==> config.mk <==
export PLATFORM = sky130hd
export DESIGN_NAME = div_err_stats
export DESIGN_NICKNAME = d
export VERILOG_FILES = /design/src/rtl/div_reconstruct_checker_pkg.sv /design/src/rtl/div_reconstruct_checker_err_stats.sv
export SDC_FILE = /design/constraint.sdc
export NUM_CORES = 1
export LEC_CHECK = 0
export ABC_AREA = 0
export ABC_CLOCK_PERIOD_IN_PS = 3100
export CAP_MARGIN = 0
export CELL_PAD_IN_SITES_DETAIL_PLACEMENT = 0
export CELL_PAD_IN_SITES_GLOBAL_PLACEMENT = 1
export CORE_MARGIN = 2
export CORE_UTILIZATION = 39
export DETAILED_ROUTE_END_ITERATION = 8
export PLACE_DENSITY_LB_ADDON = 0.15
export SKIP_LAST_GASP = 1
export SLEW_MARGIN = 0
export SYNTH_ARGS = -nofsm -noshare
export SYNTH_HDL_FRONTEND = slang
export SYNTH_SLANG_ARGS = --single-unit
==> constraint.sdc <==
create_clock -name clk -period 3.1 [get_ports clk]
set_input_delay 0.93 -clock clk [delete_from_list [all_inputs] [get_ports clk]]
set_output_delay 0.93 -clock clk [all_outputs]
set_load 0.02 [all_outputs]
==> src/rtl/div_reconstruct_checker_pkg.sv <==
`default_nettype none
// ============================================================================
// Module   : div_reconstruct_checker_pkg
// Purpose  : Shared types and default constants for the divider
//            reconstruction checker (FSM state encoding, default widths,
//            saturation all-ones values).
// Revision : 1.0 - initial release
// ============================================================================
package div_reconstruct_checker_pkg;

  localparam int DEF_W     = 8;          // divisor/quotient/remainder width
  localparam int DEF_W2    = 2 * DEF_W;  // dividend/product width
  localparam int DEF_ACC_W = 24;         // absolute-error accumulator width
  localparam int DEF_CNT_W = 16;         // sample counter width

  localparam logic [DEF_ACC_W-1:0] DEF_ACC_ONES = {DEF_ACC_W{1'b1}};
  localparam logic [DEF_CNT_W-1:0] DEF_CNT_ONES = {DEF_CNT_W{1'b1}};

  typedef enum logic [1:0] {
    IDLE = 2'd0,
    BUSY = 2'd1,
    DONE = 2'd2
  } state_e;

endpackage : div_reconstruct_checker_pkg
`default_nettype wire

==> src/rtl/div_reconstruct_checker_err_stats.sv <==
`default_nettype none
// ============================================================================
// Module   : div_err_stats
// Purpose  : Error statistics for the reconstruction checker. Takes the
//            signed error of each accepted sample, accumulates |err| with
//            saturation and counts samples with saturation. A clear request
//            takes priority over a coincident sample.
// Ports    : clk, rst           - clock, async active-high reset
//            sample_i           - one accepted result this cycle
//            err_i   [W2:0]     - signed n_ref - prod of that result
//            clr_i              - synchronous statistics clear
//            acc_abs_err_o      - saturating sum of |err|
//            sample_cnt_o       - saturating sample count
// Revision : 1.0 - initial release
// ============================================================================
module div_err_stats
  import div_reconstruct_checker_pkg::*;
#(
  parameter int W2    = DEF_W2,
  parameter int ACC_W = DEF_ACC_W,
  parameter int CNT_W = DEF_CNT_W
) (
  input  logic             clk,
  input  logic             rst,
  input  logic             sample_i,
  input  logic [W2:0]      err_i,
  input  logic             clr_i,
  output logic [ACC_W-1:0] acc_abs_err_o,
  output logic [CNT_W-1:0] sample_cnt_o
);

  // One spare bit above the wider operand so the sum cannot wrap before the
  // saturation compare.
  localparam int SUM_W = ((ACC_W > W2) ? ACC_W : W2) + 1;
  localparam logic [ACC_W-1:0] ACC_ONES = {ACC_W{1'b1}};
  localparam logic [CNT_W-1:0] CNT_ONES = {CNT_W{1'b1}};

  logic [ACC_W-1:0] acc_q, acc_d;
  logic [CNT_W-1:0] cnt_q, cnt_d;
  logic [W2:0]      neg_w;
  logic [W2-1:0]    abs_w;
  logic [SUM_W-1:0] sum_w;

  // Magnitude always fits in W2 bits: the most negative error is
  // -(2^W2 - 1), never -2^W2.
  assign neg_w = -err_i;
  assign abs_w = err_i[W2] ? neg_w[W2-1:0] : err_i[W2-1:0];
  assign sum_w = SUM_W'(acc_q) + SUM_W'(abs_w);

  always_comb begin
    acc_d = acc_q;
    cnt_d = cnt_q;
    if (clr_i) begin
      acc_d = '0;
      cnt_d = '0;
    end else if (sample_i) begin
      acc_d = (sum_w > SUM_W'(ACC_ONES)) ? ACC_ONES : sum_w[ACC_W-1:0];
      cnt_d = (cnt_q == CNT_ONES) ? CNT_ONES : cnt_q + 1'b1;
    end
  end

  always_ff @(posedge clk or posedge rst) begin
    if (rst) begin
      acc_q <= '0;
      cnt_q <= '0;
    end else begin
      acc_q <= acc_d;
      cnt_q <= cnt_d;
    end
  end

  assign acc_abs_err_o = acc_q;
  assign sample_cnt_o  = cnt_q;

endmodule : div_err_stats
`default_nettype wire

==> results of run 1 <==
[final timing paths]
path	start	end	slack (ns)	cells past startpoint
setup reg to reg	acc_abs_err_o[0]	acc_abs_err_o[17]	0.56	10
max in group asynchronous	rst	acc_abs_err_o[8]	1.67	3
min in group asynchronous	rst	acc_abs_err_o[10]	1.06	3
setup / recovery	err_i[3]	acc_abs_err_o[21]	-0.77	17
hold / removal	sample_cnt_o[0]	sample_cnt_o[0]	0.57	1
hold reg to reg	sample_cnt_o[0]	sample_cnt_o[0]	0.57	1
[final cells by class]
class / instances / area [µm²] / area share
Timing Repair Buffer: 155 / 1360 / 0.268
Inverter: 14 / 72.6 / 0.0143
Sequential cell: 40 / 1000 / 0.197
Clock inverter: 1 / 7.51 / 0.00148
Tap cell: 102 / 128 / 0.0251
Clock buffer: 7 / 86.3 / 0.0170
Multi-Input combinational cell: 303 / 2420 / 0.477
[layout by cell type, fill, tap and decap left out, types with 11 or more instances in the layout]
master and n:
nor2_1 41, o21ai_0 14, inv_1 12, xnor2_1 19, buf_6 11, nand2_1 26, ha_1 19, clkdlybuf4s50_1 54
dfrtp_1 40, buf_4 86, a21oi_1 16, a211oi_2 15
[flip-flops by register name, summed over array words and instances (netlist names)]
name,flops
acc_abs_err_o,24
sample_cnt_o,16
[power by group]
part           switching (mW)  leakage [nW]  internal, mW
Sequential             0.0374         0.541         0.554
Clock                   0.203        0.0445         0.181
Combinational           0.508          1.57         0.515
[metal layers]
layer	GRT usage	part of all wire
met1	0.313	0.48
met3	0.0393	0.029
met4	0.0447	0.0068
met5	0	0
met2	0.376	0.48
[kinds of logic (layout without fill, tap and decap cells)]
kind of cell,Yosys count,after routing
AND/OR/NAND/NOR,137,137
XOR/XNOR,28,28
multiplexers,2,2
adder cells (fa/ha/maj),22,22
AO/OA/AOI/OAI,114,114
flip-flops,40,40
buffers and inverters,29,177
[stage by stage]
stage / hold slack (ns) / utilization
final: 0.571 / 0.654
after global routing: 0.626 / 0.654
after CTS: 0.572 / 0.635
after detailed placement: 0.554 / 0.591
after global placement: 0.548 / 0.591
after floorplan: 0.648 / -
[what timing repair did]
action                                  CTS  global route
gates cloned                              0             0
pin swaps                                38            22
buffers inserted                          3             2
gates resized for setup                  68            27
endpoints found under the setup margin   24            24
==> run summary, run 1 <==
Worst min path class: reg2reg
Commonest register cell after synthesis: dfrtp_1
Critical-path cell list: buf_6, nor2_4, buf_6, nand2_4, or3_4, or4_4, o21ai_2, xnor2_1, ha_1, nand2_1, o21ai_0, buf_4, a311oi_4, a21oi_4, buf_6, nor4bb_1, nor3_1
CTS Buffer Depth: 2
# diodes: 0
Crit path launch type: input port
Hold buffer count at CTS: 0
Grt total ovfl: 0
Seq cells post-synth: 40
IO buf count: 60
GRT Overall Usage: 0.227
Final hold violations: 0
Syn_nets: 415
Dpl ws: -1.46 ns
Mux cell area share after synthesis: 0.00638
Top post-synthesis cells by count: nor2_1, dfrtp_1, nand2_1
Cts bufs inserted: 5
Synthesized cell area: 3140 µm²
Post-Synth XOR/XNOR Area: 0.0781
Core ar.: 7770 µm²
Final wirelength: 9360 µm
GPL Wtd Cong: 0.931
DR WL/cell: 15.1 µm
Period utilisation layout: 1.25
Setup TNS: -14.17 ns
Synth Warn #: 0
Leakage: 2.15 nW
Reg clk slew, reported paths: 0.09 ns
Slew HR: 0.525
Status: finished, violations left
Number of flops mapped to enable cells by yosys: 0
Top cell by count, worst path: buf_6
Pwr Total: 2.00 mW
Setup slack after layout: -0.771 ns
Initial antenna violation count: 0
Clk sink count: 40
Fillers: 658
Skew-Pair Late Insertion Delay: 0.30 ns
Min cycle time layout: 3.87 ns
Area growth from synthesis to layout: 62.0%
Clk root buf: clkbuf_8
Post-route ant nets: 0
CTS tree: built
Most common cell in the netlist: nor2_1
Syn Area/Cell: 8.44 µm²
CP endpoint kind: flop
RSZ-0062 raised after global routing: true
Post-synthesis compound-gate area fraction: 0.248
Post-Place Cells: 609
DRT iter0 DRCs: 119
Initial Util: 0.404
Synth top area share: 0.319
Post-Synth Adder-Cell Area: 0.0901
Final setup viols: 24
Synth async-reset ratio: 1.00
DIE AREA: 8780 µm²
Die Wd: 93.7 µm
Max frequency: 0.258 GHz
Buf+Inv Stages, Crit Path: 4
Required time of the critical path: 3.25 ns
DRC violations left: 0
Peak supply drop: 0.000308 V
Yosys cell types: 52
Synth area leader: dfrtp_1
Critical path peak fanout: 6
Drt first pass iters: 4
DP Area: 4590 µm²
Synth area leaders: dfrtp_1, ha_1, a211oi_1, nor2_1, xnor2_1
Die Ht: 93.7 µm
Final nets: 562
Failing checks: setup timing
Sequential share of the synthesized area: 0.319
FP Rows: 32
Largest family of logic cells by synthesized area: compound AO/OA/AOI/OAI gates
H-Tree Depth: 2
Post-route cell area: 5080 µm²
Vias post-DR: 3,364
Setup Skew: 0.00736 ns
Slowest stage delay, CP: 0.46 ns
Simple-gate share of the synthesized area: 0.219
First-pass GRT wire length: 16,300 µm
Vias per Instance: 5.41
Worst Tran Pin Value: 0.711 ns
Vias in the first global route: 3,436
Final Slew Violations: 0
CP arrival: 4.02 ns
I/O pins: 61
Mapped Cells: 372
Final HPWL DP: 6800 µm
CP max-delay cell: or4_4
Largest net degree at the start of global routing: 41
Crit path max-delay family: simple AND/OR/NAND/NOR gates
Pwr/cell area: 393 nW/µm²
MaxCap Viol Count: 0
Worst Path Class, Setup: in2reg
Cell Count, Final, Fillers Out: 622
Share of cells above drive strength 1: 0.337
No activity file was read; power rests on OpenSTA's default activity.
==> run 2, diff against run 1 <==
Settings changed: TNS_END_PERCENT set to 100.
==> results of run 2 <==
Final layout, timing and power as in run 1 (identical DEF).
